<file path="src/rtl/fetch_ctrl.sv">
// Instruction fetch controller: issues imem requests along the predicted path,
// tracks them in an in-flight FIFO and buffers in-order responses for decode.
module fetch_ctrl #(
    parameter logic [47:0] RESET_PC        = 48'h0,
    parameter int          FQ_DEPTH        = 4,
    parameter int          MAX_OUTSTANDING = 2
) (
    input  logic        clk,
    input  logic        n_reset,
    input  logic        redirect,
    input  logic [47:0] redirect_pc,
    input  logic        pred_valid,
    input  logic [47:0] pred_pc,
    output logic        imem_req_valid,
    output logic [47:0] imem_req_addr,
    input  logic        imem_req_ready,
    input  logic        imem_rsp_valid,
    input  logic [31:0] imem_rsp_data,
    output logic        out_valid,
    output logic [47:0] out_pc,
    output logic [31:0] out_instr,
    input  logic        out_ready
);
    localparam int FW = $clog2(FQ_DEPTH);
    localparam int IW = (MAX_OUTSTANDING > 1) ? $clog2(MAX_OUTSTANDING) : 1;
    localparam int IC = $clog2(MAX_OUTSTANDING + 1);
    localparam int CW = $clog2(MAX_OUTSTANDING + FQ_DEPTH + 1);
    localparam logic [47:0] ALIGN_MASK = ~48'h3;

    logic [47:0]          pc_reg;
    logic                 epoch_reg;

    logic [47:0]          if_pc    [MAX_OUTSTANDING];
    logic                 if_epoch [MAX_OUTSTANDING];
    logic [MAX_OUTSTANDING-1:0] if_stale_reg;
    logic [IW-1:0]        if_wr_reg;
    logic [IW-1:0]        if_rd_reg;
    logic [IC-1:0]        if_count_reg;

    logic [47:0]          fq_pc    [FQ_DEPTH];
    logic [31:0]          fq_instr [FQ_DEPTH];
    logic [FW-1:0]        fq_wr_reg;
    logic [FW-1:0]        fq_rd_reg;
    logic [FW:0]          fq_count_reg;

    logic [CW-1:0]        credit_used;
    logic                 accept;
    logic                 rsp_pop;
    logic                 fq_push;
    logic                 fq_pop;
    logic [47:0]          pc_next;

    // Credit counts both in-flight requests and buffered instructions, so every
    // accepted request is guaranteed a fetch-queue slot when it returns.
    assign credit_used    = CW'(if_count_reg) + CW'(fq_count_reg);
    assign imem_req_valid = n_reset && !redirect
                            && (if_count_reg < IC'(MAX_OUTSTANDING))
                            && (credit_used < CW'(FQ_DEPTH));
    assign imem_req_addr  = pc_reg;
    assign accept         = imem_req_valid && imem_req_ready;

    assign rsp_pop = imem_rsp_valid && (if_count_reg != '0);
    // The stale bit catches requests that outlive two redirects, which the
    // one-bit epoch alone would alias.
    assign fq_push = rsp_pop && !redirect && !if_stale_reg[if_rd_reg]
                     && (if_epoch[if_rd_reg] == epoch_reg);
    assign fq_pop  = out_valid && out_ready && !redirect;

    assign out_valid = (fq_count_reg != '0);
    assign out_pc    = out_valid ? fq_pc[fq_rd_reg]    : 48'h0;
    assign out_instr = out_valid ? fq_instr[fq_rd_reg] : 32'h0;

    always_comb begin
        pc_next = pc_reg;
        if (redirect) begin
            pc_next = redirect_pc & ALIGN_MASK;
        end else if (accept) begin
            pc_next = pred_valid ? (pred_pc & ALIGN_MASK) : (pc_reg + 48'd4);
        end
    end

    always_ff @(posedge clk or negedge n_reset) begin
        if (!n_reset) begin
            pc_reg    <= RESET_PC & ALIGN_MASK;
            epoch_reg <= 1'b0;
        end else begin
            pc_reg <= pc_next;
            if (redirect) begin
                epoch_reg <= ~epoch_reg;
            end
        end
    end

    always_ff @(posedge clk or negedge n_reset) begin
        if (!n_reset) begin
            if_wr_reg    <= '0;
            if_rd_reg    <= '0;
            if_count_reg <= '0;
            if_stale_reg <= '0;
        end else begin
            if (redirect) begin
                if_stale_reg <= '1;
            end else if (accept) begin
                if_stale_reg[if_wr_reg] <= 1'b0;
            end
            if (accept) begin
                if_wr_reg <= (if_wr_reg == IW'(MAX_OUTSTANDING - 1)) ? '0 : if_wr_reg + 1'b1;
            end
            if (rsp_pop) begin
                if_rd_reg <= (if_rd_reg == IW'(MAX_OUTSTANDING - 1)) ? '0 : if_rd_reg + 1'b1;
            end
            case ({accept, rsp_pop})
                2'b10:   if_count_reg <= if_count_reg + 1'b1;
                2'b01:   if_count_reg <= if_count_reg - 1'b1;
                default: if_count_reg <= if_count_reg;
            endcase
        end
    end

    always_ff @(posedge clk or negedge n_reset) begin
        if (!n_reset) begin
            fq_wr_reg    <= '0;
            fq_rd_reg    <= '0;
            fq_count_reg <= '0;
        end else if (redirect) begin
            fq_wr_reg    <= '0;
            fq_rd_reg    <= '0;
            fq_count_reg <= '0;
        end else begin
            if (fq_push) begin
                fq_wr_reg <= fq_wr_reg + 1'b1;
            end
            if (fq_pop) begin
                fq_rd_reg <= fq_rd_reg + 1'b1;
            end
            case ({fq_push, fq_pop})
                2'b10:   fq_count_reg <= fq_count_reg + 1'b1;
                2'b01:   fq_count_reg <= fq_count_reg - 1'b1;
                default: fq_count_reg <= fq_count_reg;
            endcase
        end
    end

    // Payload storage carries no reset; occupancy counters qualify every read.
    always_ff @(posedge clk) begin
        if (accept) begin
            if_pc[if_wr_reg]    <= pc_reg;
            if_epoch[if_wr_reg] <= epoch_reg;
        end
        if (fq_push) begin
            fq_pc[fq_wr_reg]    <= if_pc[if_rd_reg];
            fq_instr[fq_wr_reg] <= imem_rsp_data;
        end
    end
endmodule
</file>
<file path="config.mk">
export PLATFORM = sky130hd
export DESIGN_NAME = fetch_ctrl
export DESIGN_NICKNAME = d
export VERILOG_FILES = /design/src/rtl/fetch_ctrl.sv
export SDC_FILE = /design/constraint.sdc
export NUM_CORES = 1
export LEC_CHECK = 0
export CORE_MARGIN = 10
export CORE_UTILIZATION = 39
export DETAILED_ROUTE_END_ITERATION = 8
export PLACE_DENSITY = 0.6
export SLEW_MARGIN = 10
export SYNTH_ARGS = -nofsm -noshare
export SYNTH_HDL_FRONTEND = slang
export SYNTH_SLANG_ARGS = --single-unit
</file>
<file path="constraint.sdc">
create_clock -name clk -period 6.06 [get_ports clk]
set_input_delay 1.515 -clock clk [delete_from_list [all_inputs] [get_ports clk]]
set_output_delay 1.515 -clock clk [all_outputs]
set_load 0.1 [all_outputs]
</file>
* Word-level counts from Yosys, hierarchy flattened
Memories as Yosys holds them, arrays and structs flattened. Cells that the tools add are included.
Cells by class: add/subtract/negate cells 10, $lt $le $gt $ge 5, eq/ne operators 5, multiplexer cells 24, bitwise operators 3, reductions and logical operators 20
Operators by type and width (number):
- two-way mux 48 bit | 4
- adder 48 x 3 -> 48 bit (second input constant) | 1
- two-way mux 32 bit | 1
- two-way mux 2 bit | 6
- logical AND 1 bit | 11
- nonzero test 2 bit | 5
- two-way mux 1 bit | 9
- adder 2 x 1 -> 2 bit (second input constant) | 3
- case mux 3 bit (2 select lines) | 1
- nonzero test 3 bit | 2
- == test 2 x 1 -> 1 bit (second input constant) | 2
- == test 2 bit (second input constant) | 2
- less-than comparator 1 x 2 -> 1 bit (second input constant) | 2
- case mux 2 bit (2 select lines) | 1
- adder 2 x 3 -> 3 bit | 1
- adder 3 x 1 -> 3 bit (second input constant) | 1
- less-than comparator 3 bit (second input constant) | 1
- two-way mux 3 bit | 1
- subtractor 3 x 1 -> 3 bit (second input constant) | 1
- adder 1 bit (second input constant) | 2
- bitwise AND 2 bit | 1
- logical NOT 1 bit | 2
- less-than comparator 2 bit (second input constant) | 1
- inverter 2 bit | 1
- other kinds (5) | 5
Storage, ports and cells: register bits after elaboration 62, memory bits (writable) 418, bits of input ports 135, output and inout bits 130, word-level logic and storage cells 80, memories 4
Memories:
- fq_pc | depth 4, bits a word 48, rd ports 1, clocked after memory_dff 0, write ports 1, line 40 | logic [47:0] fq_pc [FQ_DEPTH];
- fq_instr | depth 4, bits a word 32, rd ports 1, clocked after memory_dff 0, write ports 1, line 41 | logic [31:0] fq_instr [FQ_DEPTH];
- if_pc | depth 2, bits a word 48, rd ports 1, clocked after memory_dff 0, write ports 1, line 33 | logic [47:0] if_pc [MAX_OUTSTANDING];
- if_epoch | depth 2, bits a word 1, rd ports 1, clocked after memory_dff 0, write ports 1, line 34 | logic if_epoch [MAX_OUTSTANDING];

* Longest topological paths before layout
Gate-level depths: netlist of run 1.
depth in word-level cells 8, gate-level depth with buffers 11, depth with buffers taken out 9

* Worst setup path after synthesis of run 1
OpenSTA, ideal clock, no wires.
kind input -> output, from in redirect, to out imem_req_valid, arrival 3.989 ns, required time 4.545 ns, path slack 0.556 ns, stages on the path 6, buffers on the path 3, path through clkbuf_1 inv_1 clkbuf_1 clkbuf_1 nand3_1 a31oi_1
On the way: longest elaborated chain between the ends 4
RTL lines:
- start, declared | line 10 | input logic redirect,
- logical NOT 1 bit | line 56 | assign imem_req_valid = n_reset && !redirect
- logical AND 1 bit | line 56
- logical AND 1 bit | line 57 | && (if_count_reg < IC'(MAX_OUTSTANDING))
- logical AND 1 bit | line 58 | && (credit_used < CW'(FQ_DEPTH));
- end, declared | line 14 | output logic imem_req_valid,
Every way passes these cells.

* Final worst setup path of run 1
from reg fq_count_reg[0], to out out_pc[25]
On the way: longest elaborated chain between the ends 2
RTL lines:
- start, declared | line 44 | logic [FW:0] fq_count_reg;
- start signal, assigned | line 137 | 2'b10: fq_count_reg <= fq_count_reg + 1'b1;
- start signal, assigned | line 138 | 2'b01: fq_count_reg <= fq_count_reg - 1'b1;
- start signal, assigned | line 139 | default: fq_count_reg <= fq_count_reg;
- nonzero test 3 bit | line 69 | assign out_valid = (fq_count_reg != '0);
- two-way mux 48 bit | line 70 | assign out_pc = out_valid ? fq_pc[fq_rd_reg] : 48'h0;
- end, declared | line 20 | output logic [47:0] out_pc,
Every way passes these cells.

==> results of run 1 <==
==> layout by cell type, fill, tap and decap left out, types with 4 or more instances in the layout <==
master and count:
buf_12 8, nand3_1 34, a221o_1 4, and3_1 10, nor3_1 14, xor2_1 15
nand4_1 12, nor2_1 31, ha_1 7, clkbuf_16 51, clkinv_2 15, o21ai_0 45
mux4_2 78, o211ai_1 9, conb_1 4, xnor2_1 18, inv_1 14, mux2_2 47
clkdlybuf4s50_1 252, clkbuf_1 5, nor4_1 5, or3_1 4, and2_1 83, o21ai_1 6
mux2i_1 10, nand2_1 70, clkinvlp_4 5, o22ai_1 6, a21oi_1 50, buf_4 13
a31oi_1 4, clkinv_1 6, and4_1 5, bufinv_16 8, dfrtp_1 57, edfxtp_1 406
and2_4 4
==> power by group <==
part	total [mW]	internal (mW)	switching (mW)
Clock	3.14	1.88	1.26
Combinational	3.76	1.05	2.72
Sequential	3.94	3.73	0.214
Total	10.8	6.66	4.19
==> per-layer routing <==
layer / vias up / share of wire [%] / wire length (µm)
li1: 5127 / - / -
met1: 5889 / 44 / 23200
met2: 398 / 47 / 24600
met3: 89 / 6.7 / 3540
met4: 4 / 2.3 / 1220
met5: - / 0.044 / 23
==> Yosys cell counts, drive strengths merged (3+ instances only) <==
master	n	share of area [%]
edfxtp	406	63
and2	88	2.8
mux4	78	9.0
nand2	70	1.4
dfrtp	60	7.7
o21ai	51	1.3
a21oi	50	1.3
mux2	47	2.7
clkbuf	45	0.87
nand3	34	0.88
nor2	33	0.65
buf	30	0.82
xnor2	18	0.81
nor3	16	0.46
inv	15	0.29
xor2	15	0.68
nand4	13	0.50
and3	12	0.39
mux2i	10	0.51
o211ai	9	0.35
ha	7	0.45
nor4	7	0.33
and4	6	0.28
o22ai	6	0.19
or3	5	0.16
a221o	4	0.21
a31oi	4	0.13
a22o	3	0.14
nor4b	3	0.17
o221ai	3	0.14
o41ai	3	0.14
==> metrics by stage <==
step	instance area, µm²	hold slack (ns)	util [%]	setup WS (ns)
global placement	22800	0.495	46.4	1.64
CTS	24500	0.529	49.8	0.929
finish	24500	0.526	49.8	1.06
detailed placement	22800	0.513	46.4	1.60
global route	24500	0.557	49.8	0.865
floorplan	19500	0.475	-	0.556
==> how the worst max path moves through the flow <==
stage / from / endpoint / slack [ns]
after CTS: fq_count_reg[0]$_DFFE_PN0P_ / out_pc[7] / 0.93
after global placement: fq_count_reg[0]$_DFFE_PN0P_ / out_pc[18] / 1.64
final: fq_count_reg[0]$_DFFE_PN0P_ / out_pc[25] / 1.06
after floorplan: redirect / imem_req_valid / 0.56
after detailed placement: fq_count_reg[0]$_DFFE_PN0P_ / out_pc[17] / 1.60
after global routing: fq_count_reg[0]$_DFFE_PN0P_ / out_pc[18] / 0.86
==> cell families after synthesis <==
kind of cell               Yosys count
buffers and inverters               90
DFF                                466
xor gates and xnor gates            33
adders and majority gates            8
muxes                              135
AOI/OAI and AO/OA                  158
other                                1
and+or+nand+nor                    293
==> area by class of cell <==
type | count | area share [%]
Clock inverter | 37 | 1.64
Multi-Input combinational cell | 631 | 22.1
Antenna cell | 3 | 0.0307
Inverter | 15 | 0.230
Sequential cell | 466 | 55.9
Tap cell | 664 | 3.39
Clock buffer | 56 | 5.29
Timing Repair Buffer | 275 | 11.4
==> flow_summary.yaml, run 1 <==
pwr:
  p_per_area_nw_per_um2: 443
  peakVddDrop_uv: 233
  total_power_mw: 10.8
  p_leak_nw: 7.99
setup_path:
  crit_family: "buffers and inverters"
  slowest_delay_ns: 1.15
  rr_worst_depth: 6
  worst-path-max-fanout: 44
  r2r_slack_ns: 2.31
  cp.depth: 4
  crit_type: "reg -> out"
  cp_data_arrival_time_ns: 3.49
  cp_num_buf_inv: 2
  cp-start-kind: "register"
  slowest_stage: "clkdlybuf4s50_1"
  r2r_start: "if_rd_reg$_DFFE_PN0P_"
  r2r_end: "fq_pc[2][3]$_DFFE_PP_"
  worstPathCellList: "or3_2, buf_12, and2_1, clkdlybuf4s50_1"
  cp-end-kind: "output port"
  required_ns: 4.55
worst_hold_path:
  min-delay-start: "epoch_reg$_DFFE_PN0P_"
  hold_path_depth: 1
  min_to: "epoch_reg$_DFFE_PN0P_"
  hold_class: "reg -> reg"
synth:
  avgSynthCellArea_um2: 16.4
  synth_fa_ha_area_share_pct: 0.553
  synth_mux_area_share_pct: 12.3
  synth-seq-cells: 466
  synth-xor-area-share_pct: 1.49
  synthSimpleGateAreaFrac_pct: 8.22
  syn_inst: 1184
  ys_seq_area_share_pct: 70.4
  synth_edf_count: 406
  synth_compound_area_share_pct: 5.05
  synth_top_family_by_area: "multiplexers"
  async_flop_share_pct: 12.9
  synth_cell_types: 68
  synth_ff_type: "edfxtp_1"
  ys.warnings.count: 0
  syn-cell-area_um2: 19400
floorplan:
  dieArea_um2: 59200
  dieWidth_um: 243
  die_height_um: 243
  row_count: 81
  core_region_area_um2: 49200
  start_util_pct: 39.6
  io_pins: 265
global_route:
  grt_overflow: 0
  grt_util_met2_pct: 27.8
  grt_pass1_vias: 12100
  grt.met3_usage_pct: 4.20
  use_met1_pct: 23.9
  antenna_found_initial: 4
  grt_pass1_wl_mm: 78.8
  grt_busiest_layer: "met2"
  grt.total_usage_pct: 17.6
  grt_max_degree: 81
drt:
  wl_mm: 52.6
  vias_per_cell: 5.36
  drt_iter0_markers: 906
  drt_pass1_iterations: 5
  route.vias.total: 11500
  wire_per_inst_um: 24.5
  detail-route-antenna-nets: 0
  remaining_drc_errors: 0
sta:
  worstMarginPinSlew_ns: 1.13
  fmaxAchievable_ghz: 0.200
  hold_viol_final: 0
  skew_ns: 0.0151
  slew_headroom_pct: 24.4
  period_minus_slack_ns: 5.00
  drv_slew: 0
  rsz0062_at_grt: "no"
  setup_tns_ns: 0
  finalCritPeriodShare_pct: 82.6
  setup_violations: 0
clocking:
  cts_tree: "built"
  cts_hold_buf: 0
  cts_resized: 0
  cts_max_level: 2
  numCtsBuffers: 50
  cts_sinks: 466
  clkTransAtPathRegs_ns: 0.06
  cts_buffer_depth: 3
  cts.root.buffer_cell: "clkbuf_16"
  clk_latency_ns: 0.58
  post_cts_buffers: 0
final_layout:
  seqCellArea_um2: 13700
  top_regs: "fq_pc: 184 flops, fq_instr: 128 flops, if_pc: 92 flops"
  multi_input_area_um2: 5410
  num-nets-final: 1582
  area_delta_synth_final_pct: 26.0
  fill_cells: 4145
  drive_gt1_share_pct: 17.1
  finalNonFillerCells: 2147
  top_register: "fq_pc"
  largest_reg_flops: 184
place:
  place_hpwl_mm: 33.2
  post-place-cells: 2051
  portBuffers: 256
  gp_congestion: 0.799
run:
  max_cap_violations: 0
outcome:
  status: "completed"
No activity file was read; power rests on OpenSTA's default activity.
==> inputs of run 2 (changes only) <==
==> constraint.sdc (replaced) <==
create_clock -name clk -period 5 [get_ports clk]
set_input_delay 1.25 -clock clk [delete_from_list [all_inputs] [get_ports clk]]
set_output_delay 1.25 -clock clk [all_outputs]
set_load 0.1 [all_outputs]
==> run 2 against run 1 <==
  * Global-route usage is 0.32 points lower
  * Sequential share of layout area up 0.53 points
  * Final area decreased by 0.94%
  * Critical endpoint is now out_pc[21]
  * Largest cell class unchanged
==> flow_summary.yaml, run 2 (synthesis results as in run 1) <==
setup_path:
  crit_top_cell: "buf_4"
  cp-end-kind: "output port"
  r2r_end: "fq_pc[3][12]$_DFFE_PP_"
  r2r_start: "if_rd_reg$_DFFE_PN0P_"
  slowest_delay_ns: 0.84
  cp-start-kind: "register"
  rr_worst_depth: 6
  crit_type: "reg -> out"
  slowest_stage: "or3_2"
  worstPathCellList: "or3_2, buf_4, and2_1, buf_4"
  cp_data_arrival_time_ns: 2.89
  required_ns: 3.75
  r2r_slack_ns: 1.77
  worst-path-max-fanout: 53
worst_hold_path:
  hold_class: "reg -> reg"
  hold_path_depth: 2
  min_to: "if_stale_reg[0]$_DFFE_PN0P_"
  min-delay-start: "if_stale_reg[0]$_DFFE_PN0P_"
floorplan:
  io_pins: 265
  row_count: 81
  start_util_pct: 39.6
  die_height_um: 243
  dieArea_um2: 59200
  dieWidth_um: 243
  core_region_area_um2: 49200
run:
  max_cap_violations: 0
final_layout:
  finalNonFillerCells: 2154
  largest_reg_flops: 184
  fill_cells: 4280
  top_regs: "fq_pc: 184 flops, fq_instr: 128 flops, if_pc: 92 flops"
  utilization_pct: 49.4
  num-nets-final: 1590
  final_area_um2: 24300
  final_common_cell: "edfxtp_1"
  top_register: "fq_pc"
  area_delta_synth_final_pct: 24.8
  final_cell_mix: "edfxtp_1 (406), clkdlybuf4s50_1 (173), buf_4 (101)"
  drive_gt1_share_pct: 22.0
drt:
  vias_per_cell: 5.33
  route.vias.total: 11500
  wl_mm: 52.2
  drt_iter0_markers: 829
  detail-route-antenna-nets: 0
  remaining_drc_errors: 0
  wire_per_inst_um: 24.2
  drt_pass1_iterations: 5
pwr:
  sw_frac_of_total_pct: 39.0
  total_power_mw: 12.8
  power_frac_comb_pct: 34.6
  p_leak_nw: 8.14
  clkPwrFrac_pct: 28.1
  p_sw_mw: 5.00
  seqPwrFrac_pct: 37.3
  p_per_area_nw_per_um2: 529
  peakVddDrop_uv: 311
  p_int_mw: 7.83
sta:
  rsz0062_at_grt: "no"
  hold_slack_ns: 0.517
  worstMarginPinSlew_ns: 1.10
  period_minus_slack_ns: 4.14
  fin_ws_ns: 0.859
  fmaxAchievable_ghz: 0.241
  hold_viol_final: 0
  setup_tns_ns: 0
  finalCritPeriodShare_pct: 82.8
  slew_headroom_pct: 26.6
  drv_slew: 0
  setup_violations: 0
  skew_ns: 0.0166
clocking:
  cts_max_level: 2
  numCtsBuffers: 49
  cts_sinks: 466
  cts_hold_buf: 0
  cts.root.buffer_cell: "clkbuf_16"
  cts_resized: 0
  clkTransAtPathRegs_ns: 0.06
  cts_tree: "built"
  clk_latency_ns: 0.58
  cts_buffer_depth: 3
  post_cts_buffers: 0
global_route:
  grt_max_degree: 81
  grt_overflow: 0
  grt_pass1_vias: 12100
  antenna_found_initial: 3
  grt_pass1_wl_mm: 78.1
  grt.total_usage_pct: 17.3
place:
  portBuffers: 256
  gp_congestion: 0.837
  post-place-cells: 2060
  pre_cts_ws_ns: 0.963
  place_hpwl_mm: 34.0
  dpl_cell_area_um2: 22700
outcome:
  status: "completed"
run 2: cell types whose count changed in the layout (fill, tap and decap cells not counted), moves of 2 or more:
cell             change
clkinv_4             -2
clkbuf_8             +4
clkinv_1             +4
clkinvlp_4           -2
bufinv_16            -4
clkinv_2             -9
clkbuf_1             +8
buf_4               +88
clkdlybuf4s50_1     -79
run 2: power groups by stage:
stage,combinational [mW],sequential [mW],clock [mW]
2_1_floorplan,3.05,5.15,0
3_3_place_gp,4.47,4.86,0
3_5_place_dp,4.51,4.87,0
4_1_cts,4.52,4.79,3.70
5_1_grt,4.66,4.81,3.85
6_report,4.44,4.78,3.61
run 2: worst max-delay path: cells and delay by family, from the launching register on:
| kind | cells | cell delay, ns |
|---|---|---|
| simple gates | 2 | 1.09 |
| buf+inv | 2 | 0.74 |
| flops | 1 | 0.45 |
run 2: worst max-delay path by stage:
stage	to	slack, ns	startpoint
finish	out_pc[21]	0.86	fq_count_reg[0]$_DFFE_PN0P_
global route	out_pc[21]	0.64	fq_count_reg[0]$_DFFE_PN0P_
CTS	out_pc[21]	0.74	fq_count_reg[0]$_DFFE_PN0P_
detailed placement	fq_instr[3][30]$_DFFE_PP_	0.96	imem_rsp_valid
global placement	fq_instr[3][30]$_DFFE_PP_	1.02	imem_rsp_valid
floorplan	imem_req_valid	0.03	redirect
run 2: final cells by class:
class	count	area [µm²]	share of cell area, %
well taps	664	831	3.42
inverters	15	56.3	0.232
flip-flops and latches	466	13700	56.5
repair buffers	284	2660	11.0
clock inverters	24	219	0.903
clock buffers	68	1380	5.69
multi-input cells	631	5410	22.3
diodes	2	5.00	0.0206
run 2: routing by layer:
metal / global-route usage (%) / share of wire (%) / up-vias
li1: - / - / 5129
met1: 22.8 / 43 / 5905
met2: 28.5 / 48 / 379
met3: 4.42 / 7.4 / 72
met4: 3.79 / 1.6 / 4
met5: 0 / 0.044 / -
==> RTL change, RTL diff (flow settings as in run 1) <==
`MAX_OUTSTANDING`: 2 -> 4.
--- a/src/rtl/fetch_ctrl.sv
+++ b/src/rtl/fetch_ctrl.sv
@@ -4,5 +4,5 @@
     parameter logic [47:0] RESET_PC        = 48'h0,
     parameter int          FQ_DEPTH        = 4,
-    parameter int          MAX_OUTSTANDING = 2
+    parameter int          MAX_OUTSTANDING = 4
 ) (
     input  logic        clk,
Behaviour: not the same (Yosys sat finds a counterexample within 4 cycles, from zero or initial values and one cycle with n_reset low).
==> RTL change against run 1 <==
Total power decreased by 1.6%. Area after synthesis up 19%. Cell area is 17% higher. First-iteration DRC count up 13%. Fmax down 2.4%. Wire length increased by 14%. Utilization down 1.2 points. Sequential cell count up 99. Worst hold slack better by 5.1 ps. Setup slack got worse by 120 ps.
==> RTL change: results (changes against run 1) <==
STA
  – Max_slew headroom: 23.9% (-0.45 points)
  – Final Skew: 26.9 ps (+11.8 ps)

Hold path
  – Worst hold start: imem_req_addr[25]$_DFFE_PN0P_
  – Hold crit path type: reg2reg

Clock tree
  – Setup Fix Bufs, Post-CTS: 0 (unchanged)
  – Post-cts resize count: 0 (unchanged)
  – Worst-Skew Late Latency: 620 ps (+40 ps)
  – CTS Buffer Depth: 3 (unchanged)
  – Clock Pin Slew Worst Setup and Hold Paths: 60 ps (about the same)
  – H-tree Lvls: 2 (unchanged)
  – CTS Buf Count: 59 (+18%)

Yosys
  – Synth cell types: 62 (-8.8%)
  – Most used DFF post-synth: edfxtp_1
  – Dominant cells by area after synthesis: edfxtp_1 (65%), mux4_2 (12%), dfrtp_1 (7.0%)
  – Post-synthesis sequential area ratio: 71.7% (+1.3 points)
  – Synth warn: 0 (unchanged)
  – EDFF count, synth: 500 (+23%)
  – Async S/R FF share, synth: 11.5% (-1.4 points)
  – Post-synth top cells: edfxtp_1 (500), mux4_2 (126), and2_1 (91), dfrtp_1 (65), clkbuf_1 (60)
  – Syn Area/Cell: 17.7 µm² (+7.8%)

Placement
  – Dpl hpwl: 38400 µm (+16%)
  – Routability cong.: 0.877 (+9.8%)
  – Placed Cells: 2288 (+12%)
  – Number of port buffers: 256 (unchanged)
  – Placed Area: 26800 µm² (+17%)

Worst setup path
  – Critical Path Start: fq_rd_reg[1]$_DFFE_PN0P_
  – R2R depth: 8 (+2)
  – Reg2reg end: imem_req_addr[25]$_DFFE_PN0P_
  – Crit Path Max Fanout: 36 (-18%)
  – Worst path max stage delay: between 1000 and 1500 ps
  – Crit path DAT: 3610 ps (+120 ps)
  – R2R Path Start: fq_count_reg[2]$_DFFE_PN0P_
  – R2R Setup Slk: 2470 ps (+160 ps)
  – Crit path to: out_instr[10]
  – Crit-path slowest cell: clkdlybuf4s50_1

Global route
  – Vias in the first global route: 13964 (+16%)
  – First-pass GRT wire length: 89800 µm (+14%)
  – Initial antenna violation count: 7 (+3)
  – GR Util All Layers: 16.9% (-0.69 points)
  – Largest net degree at the start of global routing: 82 (+1.2%)

Drt
  – DRT Pass-1 Iters: 5 (unchanged)
  – DRT Wirelength: 59900 µm (+14%)
  – Via count: 13160 (+14%)
  – Drt first-iter violations: 1022 (+13%)

Pwr
  – Worst VDD drop: 0.000219 V (-5.6%)
  – Leakage power total: 0.00932 µW (+17%)
  – Sw frac: 30.1% (-8.5 points)

Outcome
  – Run status: completed

Layout
  – Layout cells sized above 1: 16.4% (-0.68 points)
  – Largest registers: fq_pc: 184 flops, if_pc: 184 flops, fq_instr: 128 flops
  – Non-Filler Instances: 2403 (+12%)
  – # nets final: 1726 (+9.1%)
-- RTL change: cell types whose count changed in the layout (fill, tap and decap cells not counted), sizes merged, moves of 16 or more --
cell    change
edfxtp     +94
clkbuf     +25
nand2      -22
mux2       -41
mux4       +48
a21oi      -16
-- RTL change: how the worst min path moves through the flow --
| stage | to | slack [ps] | depth (start not counted) |
|---|---|---|---|
| final | if_pc[0][25]$_DFFE_PP_ | 530 | 0 |
| after global routing | if_pc[0][25]$_DFFE_PP_ | 560 | 0 |
| after CTS | if_pc[0][25]$_DFFE_PP_ | 520 | 0 |
| after detailed placement | if_pc[0][25]$_DFFE_PP_ | 510 | 0 |
| after global placement | if_pc[0][25]$_DFFE_PP_ | 510 | 0 |
| after floorplan | if_count_reg[0]$_DFFE_PN0P_ | 490 | 1 |
-- RTL change: area by class of cell --
cell class,instances,area [µm²]
fill,5016,30300
multi-input combinational,647,6190
sequential,565,16700
inverter,19,71.3
clock inverter,31,330
tap,773,967
clock buffer,81,1620
antenna,3,7.51
timing repair buffer,284,2870
-- RTL change: power by group through the flow --
stage	clock, µW	sequential [µW]	combinational (µW)
2_1_floorplan	0	5070	1410
3_3_place_gp	0	4880	2270
3_5_place_dp	0	4890	2310
4_1_cts	3690	4810	2310
5_1_grt	3850	4830	2420
6_report	3590	4810	2270
-- RTL change: routing by layer --
layer  track usage (%)  up-vias  wire length (µm)
met5                 0        -                26
met4              6.13        6              1940
met3              5.26      100              4850
met2              26.6      474             28000
met1              21.9     6781             25100
li1                  -     5799                 -
-- RTL change: kinds of logic after synthesis --
kind of cell	after synthesis	share of synthesized area (%)
compound gates	144	4.03
simple gates	316	7.67
mux	141	12.9
buf+inv	102	1.77
xor+xnor	27	1.05
fa+ha+maj	15	0.873
other cells	1	0.0162
flops	565	71.7
-- RTL change: critical path, delay by kind of cell, from the launching register on --
kind          cells  cell delay [ps]
buf+inv           3             1730
simple gates      1              130
mux               1              210
flops             1              880
-- RTL change: metrics by stage --
step | total power (µW) | hold WS, ps | setup WS, ps
finish | 10700 | 531 | 932
global route | 11100 | 557 | 754
CTS | 10800 | 522 | 821
detailed placement | 7200 | 511 | 1460
global placement | 7150 | 505 | 1500
floorplan | 6480 | 489 | 1440
